File: src/rtl/monitor_pkg.sv
// rtl/monitor_pkg.sv - shared types and constants for the monitor channel scanner
package monitor_pkg;

  // Scanner phases: waiting for start, letting the mux output settle, offering a capture.
  typedef enum logic [1:0] {
    IDLE   = 2'd0,
    SETTLE = 2'd1,
    SEND   = 2'd2
  } scan_state_t;

  // Index into the 16-way monitor mux.
  typedef logic [3:0] ch_t;

  // Width of the completed-frame counter.
  localparam int FRAME_CNT_W = 8;

endpackage

File: src/rtl/monitor_scan.sv
// rtl/monitor_scan.sv - steps the monitor mux select, captures each channel and streams it out
module monitor_scan
  import monitor_pkg::*;
#(
  parameter int N          = 8,
  parameter int LAST_CH    = 15,
  parameter int SETTLE_CYC = 2
) (
  input  logic                   clk,
  input  logic                   reset,
  input  logic                   start,
  input  logic                   continuous,
  input  logic                   abort,
  output logic [3:0]             sel,
  input  logic [N-1:0]           din,
  output logic                   out_valid,
  input  logic                   out_ready,
  output logic [3:0]             out_ch,
  output logic [N-1:0]           out_data,
  output logic                   busy,
  output logic                   frame_done,
  output logic [FRAME_CNT_W-1:0] frame_cnt
);

  // The counter only ever holds SETTLE_CYC-1 down to 0.
  localparam int               CNT_W    = (SETTLE_CYC > 1) ? $clog2(SETTLE_CYC) : 1;
  localparam logic [CNT_W-1:0] CNT_LOAD = CNT_W'(SETTLE_CYC - 1);
  localparam ch_t              LAST     = ch_t'(LAST_CH);

  scan_state_t            state_q, state_d;
  ch_t                    idx_q, idx_d;
  logic [CNT_W-1:0]       cnt_q, cnt_d;
  logic                   out_valid_q, out_valid_d;
  ch_t                    out_ch_q, out_ch_d;
  logic [N-1:0]           out_data_q, out_data_d;
  logic                   frame_done_q, frame_done_d;
  logic [FRAME_CNT_W-1:0] frame_cnt_q, frame_cnt_d;
  logic                   handshake;

  assign handshake = out_valid_q & out_ready;

  // Next-state logic: abort overrides everything, otherwise walk IDLE -> SETTLE -> SEND per channel.
  always_comb begin
    state_d      = state_q;
    idx_d        = idx_q;
    cnt_d        = cnt_q;
    out_valid_d  = out_valid_q;
    out_ch_d     = out_ch_q;
    out_data_d   = out_data_q;
    frame_done_d = 1'b0;
    frame_cnt_d  = frame_cnt_q;

    if (abort) begin
      // sel keeps pointing at the aborted channel; only the offer is withdrawn.
      state_d     = IDLE;
      out_valid_d = 1'b0;
    end else begin
      unique case (state_q)
        IDLE: begin
          if (start) begin
            idx_d   = '0;
            cnt_d   = CNT_LOAD;
            state_d = SETTLE;
          end
        end

        SETTLE: begin
          if (cnt_q == '0) begin
            // sel has now been stable for SETTLE_CYC cycles, so din is trustworthy.
            out_data_d  = din;
            out_ch_d    = idx_q;
            out_valid_d = 1'b1;
            state_d     = SEND;
          end else begin
            cnt_d = cnt_q - CNT_W'(1);
          end
        end

        SEND: begin
          if (handshake) begin
            out_valid_d = 1'b0;
            if (idx_q == LAST) begin
              frame_done_d = 1'b1;
              frame_cnt_d  = frame_cnt_q + FRAME_CNT_W'(1);
              if (continuous) begin
                idx_d   = '0;
                cnt_d   = CNT_LOAD;
                state_d = SETTLE;
              end else begin
                state_d = IDLE;
              end
            end else begin
              idx_d   = idx_q + ch_t'(1);
              cnt_d   = CNT_LOAD;
              state_d = SETTLE;
            end
          end
        end

        default: begin
          state_d     = IDLE;
          out_valid_d = 1'b0;
        end
      endcase
    end
  end

  // State and datapath registers, cleared asynchronously so a mid-frame reset takes effect at once.
  always_ff @(posedge clk or posedge reset) begin
    if (reset) begin
      state_q      <= IDLE;
      idx_q        <= '0;
      cnt_q        <= '0;
      out_valid_q  <= 1'b0;
      out_ch_q     <= '0;
      out_data_q   <= '0;
      frame_done_q <= 1'b0;
      frame_cnt_q  <= '0;
    end else begin
      state_q      <= state_d;
      idx_q        <= idx_d;
      cnt_q        <= cnt_d;
      out_valid_q  <= out_valid_d;
      out_ch_q     <= out_ch_d;
      out_data_q   <= out_data_d;
      frame_done_q <= frame_done_d;
      frame_cnt_q  <= frame_cnt_d;
    end
  end

  assign sel        = idx_q;
  assign out_valid  = out_valid_q;
  assign out_ch     = out_ch_q;
  assign out_data   = out_data_q;
  assign busy       = (state_q != IDLE);
  assign frame_done = frame_done_q;
  assign frame_cnt  = frame_cnt_q;

endmodule

File: config.mk
export PLATFORM = sky130hd
export DESIGN_NAME = monitor_scan
export DESIGN_NICKNAME = d
export VERILOG_FILES = /design/src/rtl/monitor_pkg.sv /design/src/rtl/monitor_scan.sv
export SDC_FILE = /design/constraint.sdc
export NUM_CORES = 1
export LEC_CHECK = 0
export CAP_MARGIN = 20
export CORE_ASPECT_RATIO = 1.1
export CORE_MARGIN = 10
export CORE_UTILIZATION = 35
export CTS_CLUSTER_DIAMETER = 50
export CTS_CLUSTER_SIZE = 25
export DETAILED_ROUTE_END_ITERATION = 10
export GPL_TIMING_DRIVEN = 0
export PLACE_DENSITY = 0.73
export RECOVER_POWER = 50
export SETUP_SLACK_MARGIN = 0.3
export SYNTH_ARGS = -nofsm -noshare
export SYNTH_HDL_FRONTEND = slang
export SYNTH_SLANG_ARGS = --single-unit
File: constraint.sdc
create_clock -name clk -period 1.6 [get_ports clk]
set_input_delay 0.16 -clock clk [delete_from_list [all_inputs] [get_ports clk]]
set_output_delay 0.16 -clock clk [all_outputs]
set_load 0.05 [all_outputs]
* After elaboration in Yosys (flattened, before gate mapping)
Cells that the tools add are included.
** Storage, ports and cells
- Register bits :: 29
- Input bits :: 14
** Cells by class
- Add/subtract/negate cells :: 3
- Equality and inequality tests :: 10
- Mux-type cells :: 26
- Bitwise gates (word level) :: 3
- Reductions and logical operators :: 10
** Operators by type and width (number)
- $mux W4 :: 4
- $mux W1 :: 13
- $ne A3 B3 Y1 const B :: 4
- $mux W2 :: 5
- $reduce_and A5 Y1 :: 2
- $reduce_and A3 Y1 :: 3
- $add A8 B1 Y8 const B :: 1
- $pmux W4 S2 :: 1
- $ne A2 B2 Y1 const B :: 3
- $pmux W1 S3 :: 2
- $pmux W2 S3 :: 1
- $add A4 B1 Y4 const B :: 1
- $eq A4 B4 Y1 const B :: 1
- $reduce_and A4 Y1 :: 1
- $reduce_bool A2 Y1 :: 2
- $reduce_bool A3 Y1 :: 1
- $eq A2 B1 Y1 const B :: 1
- $eq A2 B2 Y1 const B :: 1
- $logic_not A2 Y1 :: 1
- $not A1 Y1 :: 2
- $and A1 B1 Y1 :: 1
- $sub A1 B1 Y1 const B :: 1

* Longest topological paths before layout
Gate-level depths: netlist (run 1).
- Word-level depth :: 5
- Mapped depth :: 5
- Mapped depth without buffers :: 5

* Worst setup path before layout (run 1)
OpenSTA, ideal clock, no wires.
- Path kind :: register to register
- Start :: register idx_q[0], in the netlist sel[0]
- End :: register idx_q[0], in the netlist sel[0]
- Setup time :: 0.081 ns
- Arrival :: 1.876 ns
- Setup slack :: -0.357 ns
- Cell stages (with the launch flop) :: 6
- Path buffers :: 0
- Period minus slack after synthesis :: 1.957 ns
- Cells stage by stage :: dfrtp_1 ha_1 and4b_1 nand3b_4 or4b_1 o21ai_1
** Between the ends
- Cells in the longest elaborated chain, start to end :: 4
** RTL lines
- from (decl) :: line monitor_scan.sv:31 : ch_t idx_q, idx_d;
- from (signal assigned) :: line monitor_scan.sv:121 : idx_q <= idx_d;
- $add A4 B1 Y4 / $eq A4 B4 Y1 (equally long branches) :: line monitor_scan.sv:93, monitor_scan.sv:82
- $mux W4 :: line monitor_scan.sv:82 : if (idx_q == LAST) begin
- $mux W4 :: line monitor_scan.sv:80 : if (handshake) begin
- $pmux W4 S2 :: line monitor_scan.sv:58 : unique case (state_q)
Parallel ways exist; a longest one is shown, timed or not. The select of a mux whose other input is x is not followed.
A chain may end at the register's enable or synchronous reset.

* Final worst setup path (run 1)
- Start :: register idx_q[0], in the netlist sel[0]
- End :: register idx_q[2], in the netlist sel[2]
The elaborated chain is that of the path after synthesis.

==> qor.yml, run 1 <==
syn_area_um2: 1305
cts_made_buffers: 5
synth_cells: 105
yosysUniqueCellTypes: 33
nNetsFinal: 189
die-area_um2: 6574
clk_latency_ns: 0.28
synth_flop_cell: "dfrtp_1"
synth_top_area_share: 0.5561
max_freq_ghz: 0.6056
fin_util: 0.5928
violations: "negative setup slack"
drc: 0
dp_hpwl_um: 2456
critPathMaxStageDelay_ns: 0.50
rsz0062_at_grt: "true"
ant_nets: 0
synth_area_leaders: "dfrtp_1 (56%), mux2_2 (12%), xnor2_1 (4.0%), nand4_1 (2.4%), a21oi_1 (1.9%)"
synth_xor_area_frac: 0.04698
period_share: 1.032
synth_compound_area_frac: 0.07766
grt_pass1_vias: 1210
syn-num-nets: 121
maxCapViolations: 0
grt_pass1_wl_um: 6023
yosys.area.top_type: "dfrtp_1"
status: "finished, violations left"
critPathKind: "reg -> reg"
crit_slowest_cell: "or4_4"
place_area_um2: 1856
cts_tree: "done"
power.leakage_nw: 1.017
synth_area_per_cell_um2: 12.43
rows: 23
ys_seq_area_frac: 0.5561
synth_common_cells: "dfrtp_1 (29), mux2_2 (14), nor2_1 (6), xnor2_1 (6)"
cp.required_ns: 1.81
n_antenna_cell: 0
path_cells: "ha_4, and4b_1, nand3b_4, or4_4, o21ai_2"
path_clk_slew_ns: 0.06
initial_utilization: 0.3599
cp-end-kind: "register"
slew_viol_final: 0
clk_path_buf_depth: 2
yosys_warnings: 0
setup_ws_ns: -0.05126
synth_simple_gate_area_frac: 0.1467
cp_max_fo: 4
drt_wl_total_um: 3742
worst-path-buf-inv: 0
drive_gt1_frac: 0.4713
coreArea_um2: 3626
synth_top_family_by_area: "simple AND/OR/NAND/NOR gates"
grt-ovfl-total: 0
hold_violations: 0
synthArstFlopShare: 1.000
muxShareOfSynthArea: 0.1285
cp.arrival_ns: 1.86
io_buffers: 40
chipWidth_um: 78.22
worst_slew_pin_slew_ns: 0.6320
die-height_um: 84.04
power_density_nw_per_um2: 1237
gp_congestion: 0.7774
irDropWorstVdd_uv: 599.8
final_area_um2: 2150
relSlewSlack: 0.5787
clock_skew_ns: 0.007342
vias: 1087
synth-edff-count: 0
min_path_type: "in -> async"
setup_tns_ns: -0.1628
fin_crit_ns: 1.651
path_delay_family: "simple AND/OR/NAND/NOR gates"
clock_sinks: 29
yosys.area_share.adder: 0.01918
synth_most_common_cell: "dfrtp_1"
setup_viol: 4
h-tree-depth: 2
root_buffer: "clkbuf_8"
via_per_inst: 4.853
track_usage: 0.1138
drtIter0Drc: 43
synthToLayoutAreaGrowth_pct: 64.72
synth_seq_cells: 29
routedWlPerCell_um: 16.71
io_pins: 41
dr.pass1.iters: 4
grt_max_degree: 30
grt_antenna_before_repair: 0
startpoint_type: "register"
per-stage QoR:
step | hold WS [ns] | worst slack [ns] | total power [mW] | cells
after floorplan | 0.2227 | -0.1581 | 1.701 | 105
after global placement | 0.4658 | -0.3446 | 2.024 | 195
after detailed placement | 0.4755 | -0.3846 | 2.047 | 195
after CTS | 0.4769 | -0.06578 | 2.679 | 219
after global routing | 0.1963 | -0.09906 | 2.798 | 224
final | 0.1995 | -0.05126 | 2.659 | 224
layout make-up:
class | count | area (um2)
Timing Repair Buffer | 61 | 559.3
Clock inverter | 2 | 10.01
Buffer | 3 | 42.54
Multi-Input combinational cell | 69 | 655.6
Inverter | 4 | 15.01
Sequential cell | 29 | 732.0
Fill cell | 307 | 1476
Tap cell | 50 | 62.56
Clock buffer | 6 | 72.57
kinds of logic (layout without fill, tap and decap cells):
| logic type | after synthesis | after routing |
|---|---|---|
| buffers and inverters | 7 | 76 |
| AND/OR/NAND/NOR | 29 | 29 |
| adder cells (fa/ha/maj) | 2 | 2 |
| XOR/XNOR | 7 | 7 |
| AO/OA/AOI/OAI | 16 | 16 |
| flip-flops | 29 | 29 |
| multiplexers | 15 | 15 |
power by group:
part	switching, mW	internal (mW)	leakage [nW]
sequential	0.0965	0.866	0.378
clock	0.276	0.300	0.0450
combinational	0.659	0.461	0.594
timing repair:
item / 4_1_cts / 5_1_grt
buffers inserted: 15 / 4
resized for setup: 99 / 19
gates cloned: 1 / 0
endpoints found under the setup margin: 54 / 34
pin swaps: 8 / 4
hold buffers: 0 / 0
worst paths after layout:
| path | startpoint | endpoint | depth (start not counted) | slack, ns |
|---|---|---|---|---|
| setup / recovery | sel[0] | sel[2] | 5 | -0.05 |
| hold / removal | reset | out_data[6] | 2 | 0.20 |
| setup reg to reg | sel[0] | sel[2] | 5 | -0.05 |
| hold reg to reg | frame_cnt[7] | frame_cnt[7] | 1 | 0.48 |
| max in group asynchronous | reset | out_valid | 3 | 0.55 |
| min in group clk | frame_cnt[7] | frame_cnt[7] | 1 | 0.48 |
layer usage:
metal	wire, um	track usage	vias up
li1	-	-	511
met1	1566	0.1209	533
met2	1917	0.1909	37
met3	221	0.05496	6
met4	36	0.03915	0
met5	0	0	-
cells in the final DEF (no fill, tap or decap), drive strengths merged, types with 2 or more instances in the layout:
cell	instances
clkbuf	15
mux2	14
clkinv	2
o31ai	2
clkdlybuf4s15	11
nand4	5
o21ai	5
nand2	2
inv	4
xnor2	6
and3	2
dfrtp	29
nand3	3
or2	2
buf	30
a21oi	5
ha	2
nor2	6
clkdlybuf4s50	12
o22a	2
flip-flops by register name, indices dropped and copies added (netlist names):
| signal | cells |
|---|---|
| out_ch | 4 |
| sel | 4 |
| frame_done | 1 |
| state_q | 2 |
| frame_cnt | 8 |
| out_data | 8 |
| cnt_q | 1 |
| out_valid | 1 |
Power figures use the tool's default switching activity.
==> inputs of run 2 (changes only) <==
--- a/config.mk
+++ b/config.mk
@@ -7,7 +7,7 @@
 export LEC_CHECK = 0
 export CAP_MARGIN = 20
 export CORE_ASPECT_RATIO = 1.1
-export CORE_MARGIN = 10
+export CORE_MARGIN = 4
 export CORE_UTILIZATION = 35
 export CTS_CLUSTER_DIAMETER = 50
 export CTS_CLUSTER_SIZE = 25
@@ -15,7 +15,7 @@
 export GPL_TIMING_DRIVEN = 0
 export PLACE_DENSITY = 0.73
 export RECOVER_POWER = 50
-export SETUP_SLACK_MARGIN = 0.3
+export SETUP_SLACK_MARGIN = 0.5
 export SYNTH_ARGS = -nofsm -noshare
 export SYNTH_HDL_FRONTEND = slang
 export SYNTH_SLANG_ARGS = --single-unit
==> run 2 against run 1 <==
  * The flow still finishes with violations (negative setup slack)
  * Sequential power is essentially flat
  * Total power is essentially flat
  * Sequential share of layout area shrank 1.1 points
  * Via count grew 5.2%
  * Critical endpoint is now sel[0]
==> qor.yml, run 2 (synthesis gave the netlist of run 1 again) <==
status: "finished, violations left"
violations: "negative setup slack"
final_area_um2: 2236  # +4.0%
critPathMaxStageDelay_ns: 0.49  # about the same
relSlewSlack: 0.5794  # +0.0007230
slew_viol_final: 0  # unchanged
nNetsFinal: 194  # +2.6%
worst_slew_pin_slew_ns: 0.6295  # -0.002411 ns
die-area_um2: 4770  # -27%
period_share: 1.046  # +0.01441
grt_pass1_vias: 1198  # -0.99%
cp.required_ns: 1.80  # about the same
track_usage: 0.1593  # +0.04543
fin_crit_ns: 1.674  # +0.02305 ns
via_per_inst: 4.996  # +2.9%
grt_pass1_wl_um: 5747  # -4.6%
critPathKind: "reg -> reg"
startpoint_type: "register"
grt-ovfl-total: 0  # unchanged
path_cells: "ha_4, and4b_1, nand3b_4, or4b_1, o21ai_1"
cts_tree: "done"
rsz0062_at_grt: "true"
grt_antenna_before_repair: 0  # unchanged
hold_violations: 0  # unchanged
routedWlPerCell_um: 16.88  # +1.0%
cp_max_fo: 3  # -1
h-tree-depth: 2  # unchanged
coreArea_um2: 3626  # unchanged
io_pins: 41  # unchanged
dp_hpwl_um: 2215  # -9.8%
ant_nets: 0  # unchanged
setup_viol: 2  # -2
max_freq_ghz: 0.5973  # -1.4%
layout_commonest_cell: "dfrtp_1"
clock_skew_ns: 0.004997  # -0.002345 ns
n_antenna_cell: 0  # unchanged
io_buffers: 40  # unchanged
clk_latency_ns: 0.28  # about the same
root_buffer: "clkbuf_8"
vias: 1144  # +5.2%
drtIter0Drc: 43  # unchanged
maxCapViolations: 0  # unchanged
power_density_nw_per_um2: 1189  # -3.9%
clk_path_buf_depth: 2  # unchanged
pre_cts_slack_ns: -0.3844  # +0.0002080 ns
cp-end-kind: "register"
rows: 23  # unchanged
place_area_um2: 1856  # unchanged
cts_made_buffers: 5  # unchanged
initial_utilization: 0.3599  # unchanged
final_cells: 229  # +2.2%
crit_slowest_cell: "or4b_1"
clock_sinks: 29  # unchanged
grt_max_degree: 30  # unchanged
power.leakage_nw: 1.080  # +6.2%
dr.pass1.iters: 4  # unchanged
dp.cells: 195  # unchanged
drt_wl_total_um: 3865  # +3.3%
setup_tns_ns: -0.1361  # +0.02668 ns
drc: 0  # unchanged
die-height_um: 72.04  # -14%
total_power_mw: 2.658  # about the same
irDropWorstVdd_uv: 411.9  # -31%
synthToLayoutAreaGrowth_pct: 71.33
min_path_type: "in -> reg"
worst-path-buf-inv: 0  # unchanged
gp_congestion: 0.7959  # +2.4%
chipWidth_um: 66.22  # -15%
path_clk_slew_ns: 0.06  # about the same
path_delay_family: "simple AND/OR/NAND/NOR gates"
final_cell_mix: "dfrtp_1 (20), buf_4 (19), buf_6 (14), mux2_4 (14)"
drive_gt1_frac: 0.5754  # +0.1042
setup_ws_ns: -0.07431  # -0.02305 ns
cp.arrival_ns: 1.87  # about the same
[run 2: cell types whose count changed in the layout (fill, tap and decap cells not counted), sizes merged]
cell	before	now
buf	30	52
clkbuf	15	9
clkdlybuf4s15	11	0
clkdlybuf4s18	1	0
clkdlybuf4s50	12	11
clkinvlp	0	2
dlymetal6s2s	0	1
inv	4	3
[run 2: report_power, final]
part | internal (mW) | total (mW) | switching (mW)
Clock | 0.299 | 0.579 | 0.279
Sequential | 0.866 | 0.965 | 0.0984
Combinational | 0.446 | 1.11 | 0.668
Total | 1.61 | 2.66 | 1.05
[run 2: worst paths after layout]
kind                              start            to  slack, ns  depth (start not counted)
max                              sel[1]        sel[0]      -0.07                          5
min                               abort    state_q[0]       0.25                          2
max reg2reg                      sel[1]        sel[0]      -0.07                          5
min reg2reg                frame_cnt[7]  frame_cnt[7]       0.47                          1
max in group asynchronous         reset     out_valid       0.77                          2
min in group asynchronous         reset   out_data[0]       0.44                          2
[run 2: worst register-to-register path: stages, from the launching register on]
cell and delay, ns:
dfrtp_2 0.43, ha_4 0.17, and4b_1 0.21, nand3b_4 0.17, or4b_1 0.49, o21ai_1 0.14
[run 2: final cells by class]
cell class                 instances  area (um2)
clock buffer                       5       68.82
fill                             294        1390
buffer                             3       42.54
inverter                           4       18.77
tap                               50       62.56
timing repair buffer              66       603.1
multi-input combinational         69       685.7
clock inverter                     3       17.52
sequential                        29       737.0
[run 2: layer usage]
layer  track usage  wire length (um)
met1        0.1731              1476
met2        0.2712              2046
met3       0.03096               230
met4        0.1174               112
met5             0                 0
[run 2: through the flow]
stage                     hold slack, ns    util
after floorplan                   0.2227       -
after global routing              0.2806  0.6166
after CTS                         0.3337  0.5752
after detailed placement          0.4629  0.5117
final                             0.2498  0.6166
after global placement            0.4651  0.5117
[run 2: timing repair]
item	CTS	global route
endpoints found under the hold margin	0	0
cloned	1	0
hold buffers	0	0
buffers inserted	14	11
pin swaps	10	5
gates resized for setup	169	30
setup endpoints to repair	83	39
